--- src/rtl/muldiv.sv ---
// rtl/muldiv.sv - iterative RV32M multiply/divide unit, fixed 34-cycle latency
// Operands are converted to magnitudes, processed 1 bit/cycle, then sign-corrected.
module muldiv (
   input  logic        clk,
   input  logic        reset,
   input  logic        start,
   input  logic [2:0]  funct3,
   input  logic [31:0] rs1,
   input  logic [31:0] rs2,
   input  logic [3:0]  rdadr_in,
   output logic        busy,
   output logic        done,
   output logic        regwrite,
   output logic [31:0] result,
   output logic [3:0]  rdadr
);

   localparam logic [2:0] OP_MUL    = 3'b000;
   localparam logic [2:0] OP_MULH   = 3'b001;
   localparam logic [2:0] OP_MULHSU = 3'b010;
   localparam logic [2:0] OP_MULHU  = 3'b011;
   localparam logic [2:0] OP_DIV    = 3'b100;
   localparam logic [2:0] OP_DIVU   = 3'b101;
   localparam logic [2:0] OP_REM    = 3'b110;
   localparam logic [2:0] OP_REMU   = 3'b111;

   typedef enum logic [1:0] {
      S_IDLE = 2'd0,
      S_PREP = 2'd1,
      S_CALC = 2'd2,
      S_FIX  = 2'd3
   } state_t;

   state_t      state_q, state_d;
   logic [2:0]  op_q, op_d;
   logic [31:0] a_q, a_d;
   logic [31:0] b_q, b_d;
   logic [3:0]  rd_q, rd_d;
   logic [63:0] acc_q, acc_d;
   logic [4:0]  cnt_q, cnt_d;
   logic        negq_q, negq_d;
   logic        negr_q, negr_d;
   logic        bzero_q, bzero_d;
   logic        done_q, done_d;
   logic [31:0] result_q, result_d;
   logic [3:0]  rdadr_q, rdadr_d;

   logic        is_div;
   logic        a_signed, b_signed;
   logic        sa, sb;
   logic [31:0] a_mag, b_mag;
   logic [32:0] mul_sum;
   logic [32:0] div_trial, div_diff;
   logic        div_ok;
   logic [63:0] prod_s;
   logic [31:0] quo, rem;

   assign is_div   = op_q[2];
   assign a_signed = (op_q == OP_MULH) || (op_q == OP_MULHSU) ||
                     (op_q == OP_DIV)  || (op_q == OP_REM);
   assign b_signed = (op_q == OP_MULH) || (op_q == OP_DIV) || (op_q == OP_REM);
   assign sa       = a_signed & a_q[31];
   assign sb       = b_signed & b_q[31];
   // 0x80000000 negates to itself, which is exactly its unsigned magnitude
   assign a_mag    = sa ? (~a_q + 32'd1) : a_q;
   assign b_mag    = sb ? (~b_q + 32'd1) : b_q;

   // Multiply: acc = {partial product, remaining multiplier bits}
   assign mul_sum   = {1'b0, acc_q[63:32]} + (acc_q[0] ? {1'b0, a_q} : 33'd0);
   // Divide: acc = {partial remainder, dividend bits / quotient bits}
   assign div_trial = acc_q[63:31];
   assign div_diff  = div_trial - {1'b0, b_q};
   assign div_ok    = ~div_diff[32];

   assign prod_s = negq_q ? (~acc_q + 64'd1) : acc_q;
   assign quo    = negq_q ? (~acc_q[31:0] + 32'd1) : acc_q[31:0];
   assign rem    = negr_q ? (~acc_q[63:32] + 32'd1) : acc_q[63:32];

   always_comb begin
      state_d  = state_q;
      op_d     = op_q;
      a_d      = a_q;
      b_d      = b_q;
      rd_d     = rd_q;
      acc_d    = acc_q;
      cnt_d    = cnt_q;
      negq_d   = negq_q;
      negr_d   = negr_q;
      bzero_d  = bzero_q;
      done_d   = 1'b0;
      result_d = result_q;
      rdadr_d  = rdadr_q;
      unique case (state_q)
         S_IDLE: begin
            if (start) begin
               op_d    = funct3;
               a_d     = rs1;
               b_d     = rs2;
               rd_d    = rdadr_in;
               state_d = S_PREP;
            end
         end
         S_PREP: begin
            a_d     = a_mag;
            b_d     = b_mag;
            negq_d  = sa ^ sb;
            negr_d  = sa;
            bzero_d = (b_q == 32'd0);
            cnt_d   = 5'd0;
            acc_d   = is_div ? {32'd0, a_mag} : {32'd0, b_mag};
            state_d = S_CALC;
         end
         S_CALC: begin
            if (is_div) begin
               acc_d = {(div_ok ? div_diff[31:0] : div_trial[31:0]), acc_q[30:0], div_ok};
            end else begin
               acc_d = {mul_sum, acc_q[31:1]};
            end
            cnt_d = cnt_q + 5'd1;
            if (cnt_q == 5'd31) begin
               state_d = S_FIX;
            end
         end
         S_FIX: begin
            unique case (op_q)
               OP_MUL:                      result_d = prod_s[31:0];
               OP_MULH, OP_MULHSU, OP_MULHU: result_d = prod_s[63:32];
               OP_DIV, OP_DIVU:             result_d = bzero_q ? 32'hFFFF_FFFF : quo;
               OP_REM, OP_REMU:             result_d = rem;
               default:                     result_d = prod_s[31:0];
            endcase
            rdadr_d = rd_q;
            done_d  = 1'b1;
            state_d = S_IDLE;
         end
         default: state_d = S_IDLE;
      endcase
   end

   always_ff @(posedge clk) begin
      if (!reset) begin
         state_q  <= S_IDLE;
         op_q     <= 3'd0;
         a_q      <= 32'd0;
         b_q      <= 32'd0;
         rd_q     <= 4'd0;
         acc_q    <= 64'd0;
         cnt_q    <= 5'd0;
         negq_q   <= 1'b0;
         negr_q   <= 1'b0;
         bzero_q  <= 1'b0;
         done_q   <= 1'b0;
         result_q <= 32'd0;
         rdadr_q  <= 4'd0;
      end else begin
         state_q  <= state_d;
         op_q     <= op_d;
         a_q      <= a_d;
         b_q      <= b_d;
         rd_q     <= rd_d;
         acc_q    <= acc_d;
         cnt_q    <= cnt_d;
         negq_q   <= negq_d;
         negr_q   <= negr_d;
         bzero_q  <= bzero_d;
         done_q   <= done_d;
         result_q <= result_d;
         rdadr_q  <= rdadr_d;
      end
   end

   assign busy     = (state_q != S_IDLE);
   assign done     = done_q;
   assign regwrite = done_q;
   assign result   = result_q;
   assign rdadr    = rdadr_q;

endmodule

--- config.mk ---
export PLATFORM = sky130hd
export DESIGN_NAME = muldiv
export DESIGN_NICKNAME = d
export VERILOG_FILES = /design/src/rtl/muldiv.sv
export SDC_FILE = /design/constraint.sdc
export NUM_CORES = 1
export LEC_CHECK = 0
export CAP_MARGIN = 20
export CORE_ASPECT_RATIO = 0.5
export CORE_UTILIZATION = 50
export CTS_CLUSTER_DIAMETER = 60
export DETAILED_ROUTE_END_ITERATION = 6
export PLACE_DENSITY = 0.71
export SLEW_MARGIN = 5
export SYNTH_ARGS = -nofsm -noshare
export SYNTH_HDL_FRONTEND = slang
export SYNTH_SLANG_ARGS = --single-unit
--- constraint.sdc ---
create_clock -name clk -period 3.6 [get_ports clk]
set_input_delay 0.72 -clock clk [delete_from_list [all_inputs] [get_ports clk]]
set_output_delay 0.72 -clock clk [all_outputs]
set_load 0.05 [all_outputs]
==> flow_summary.toml <==
[setup_path]
r2r_setup_slack_ns = 0.14
cp.required_ns = 3.95
reg2reg_depth = 14
r2r-end = "acc_q[51]$_SDFFE_PN0P_"
cp-end-kind = "flip-flop"
worstPathArrival_ns = 3.81
startpoint_type = "flip-flop"
crit_type = "flip-flop to flip-flop"
timing.rr.start = "acc_q[0]$_SDFFE_PN0P_"
crit_fanout = 8

[clock_tree]
cts_tree = "done"
cts_buffers = 17
clk_pin_slew_ns = 0.08
cts_hold_buf = 0
clockBufferDepth = 2
h-tree-depth = 4
cts_root_buffer = "clkbuf_16"
clock_sinks = 182
clk_latency_ns = 0.48

[placement]
io_buffers = 112
placed_cells = 2823
dpl.hpwl_um = 55100
routabilityCongestion = 1.06

[cells_and_area]
drive_above_1_share_pct = 9.94
nFillCells = 3166
syn2layout_area_growth_pct = 16.0
fin_nets = 2552
layout.cells.non_filler = 2856
layout_common_cells = "nand2_1 (225), o21ai_0 (203), nor2_1 (196), dfxtp_1 (180), a21oi_1 (146)"
final_common_cell = "nand2_1"
diodes = 0

[global_routing]
grt-ovfl-total = 0
track_usage_pct = 40.3
grt_pass1_wl_um = 105000
grt_pass1_vias = 16733
grt_max_degree = 73
grt_antenna_before_repair = 1

[synthesis]
syn_inst = 2308
syn_area_sq_um = 16900
synth_top_family_by_area = "compound AO/OA/AOI/OAI gates"
ys_warn_count = 0
synth_area_per_cell_sq_um = 7.32
netlist_top_cells_area = "dfxtp_1 (22%), o21ai_0 (6.0%), xnor2_1 (5.8%), ha_1 (5.5%), nand2_1 (5.0%)"
synth-xor-area-share_pct = 8.92
synth_compound_area_share_pct = 29.2
synth_edf_count = 0
synth-main-ff-cell = "dfxtp_1"
synth_mux_area_share_pct = 5.67
synth_seq_area_share_pct = 21.6
ys_ff_latch = 182
synthDistinctLibCells = 83
synth_async_sr_flop_share_pct = 0
syn_nets = 2458
synth_top_area_share_pct = 21.6
synth_area_leader_cell = "dfxtp_1"
synth-simple-area-share_pct = 23.1
synth-adder-area-share_pct = 5.72

[timing]
whs_ns = 0.446
skew_ns = 0.0163
layout_worst_path_cycle_share_pct = 96.1
setup_viol_count_final = 0
min_period_ns = 3.46
tightest_slew_ns = 0.890
fin_setup_tns_ns = 0
fmax_ghz = 0.289
rsz0062_at_grt = "false"
relSlewSlack_pct = 39.2
hold_viol = 0
drv_slew = 0

[die]
num_io_pins = 113
core_sq_um = 33200
die_h_um = 132
die_area_sq_um = 34600
rows = 47
start_util_pct = 50.9
chipWidth_um = 262

[drt]
first_iter_violations = 2721
ant_nets = 0
drt_pass1_iterations = 7
vias_per_cell = 6.61
wl_um = 70900
routedWlPerCell_um = 24.8
vias = 18875
drc = 2

[worst_hold_path]
whs_endpoint = "result[9]$_SDFFE_PN0P_"
hp-class = "flip-flop to flip-flop"
hold_start = "result[9]$_SDFFE_PN0P_"
holdPathStages = 2

[power_and_ir_drop]
power-per-cell-area_nw_per_um2 = 724
power.leakage_nw = 7.98
peakVddDrop_v = 0.000347

[outcome]
status = "complete, but fails checks"
violations = "design-rule violations"

[flow_run]
drv_cap = 0
==> area by class of cell <==
class                      instances  area [sq um]  share of cell area (%)
clock inverter                    14           140                   0.715
sequential                       182          3650                    18.6
timing repair buffer             256          2220                    11.3
tap                              441           552                    2.82
multi-input combinational       1867         12300                    62.8
clock buffer                      18           429                    2.19
inverter                          78           293                    1.49
==> cells by family after synthesis <==
group,count (synthesis)
compound gates,753
xor+xnor,172
fa+ha+maj,76
buf+inv,259
flops,182
mux,74
simple gates,792
==> Yosys cell counts (all sizes together), types with 12 or more instances <==
library cell	instances
nand2	225
o21ai	214
nor2	197
dfxtp	182
clkbuf	165
a21oi	146
xnor2	111
inv	76
ha	74
and2	63
xor2	61
a22oi	60
nor3	56
mux2i	53
nand3	50
a21boi	49
a21o	40
or3	33
o211ai	30
nor4	29
o31ai	27
nor2b	26
and3	23
a31oi	22
nand4	22
nand2b	19
a211oi	18
mux4	17
buf	16
or4	15
o21a	14
o221ai	14
a221oi	12
==> where the power goes <==
part           switching (mW)  total [mW]  internal [mW]
clock network            1.01        1.93          0.919
registers               0.674        3.11           2.43
logic                    5.70        9.14           3.44
total                    7.39        14.2           6.79
==> how the worst max path moves through the flow <==
stage                                 from                      end  slack, ns
floorplan           acc_q[31]$_SDFFE_PN0P_   acc_q[61]$_SDFFE_PN0P_       0.14
finish               acc_q[0]$_SDFFE_PN0P_   acc_q[51]$_SDFFE_PN0P_       0.14
CTS                 acc_q[31]$_SDFFE_PN0P_   acc_q[47]$_SDFFE_PN0P_       0.16
global route         acc_q[0]$_SDFFE_PN0P_   acc_q[61]$_SDFFE_PN0P_      0.002
global placement    acc_q[36]$_SDFFE_PN0P_  result[29]$_SDFFE_PN0P_       0.25
detailed placement  acc_q[31]$_SDFFE_PN0P_   acc_q[47]$_SDFFE_PN0P_       0.18
==> critical path, stage by stage (launching register included) <==
cell,delay (ns)
dfxtp_1,0.49
inv_1,0.19
nor2_1,0.13
ha_1,0.20
inv_1,0.06
fa_1,0.40
nor2b_1,0.18
o31ai_1,0.11
a21oi_1,0.32
a31oi_1,0.20
o21ai_0,0.47
a31oi_1,0.17
xnor2_1,0.15
a22oi_1,0.16
o21ai_0,0.10
==> routing by layer <==
| metal | global-route usage (%) | part of all wire, % |
|---|---|---|
| met5 | 0 | 0 |
| met4 | 16.9 | 4.3 |
| met3 | 13.8 | 15 |
| met2 | 53.6 | 38 |
| met1 | 58.1 | 43 |
==> sequential cells by signal, indices dropped and copies added, names as in the netlist, 2 cells and up <==
register and cells:
rd_q 4, op_q 3, state_q 2, acc_q 64
a_q 32, result 32, rdadr 4, b_q 32
cnt_q 5
==> repair_timing <==
item / in CTS / in global routing
buffers inserted: 0 / 0
setup endpoints to repair: 0 / 5
resized for setup: 0 / 3
==> metrics by stage <==
step / worst slack [ns] / instance area [sq um] / utilization, % / power (mW)
floorplan: 0.142 / 16900 / - / 8.68
global placement: 0.255 / 19000 / 57.3 / 11.8
detailed placement: 0.181 / 19000 / 57.3 / 11.9
CTS: 0.156 / 19600 / 59.0 / 13.8
global route: 0.00239 / 19600 / 59.1 / 14.9
finish: 0.139 / 19600 / 59.1 / 14.2
Power figures use the tool's default switching activity.
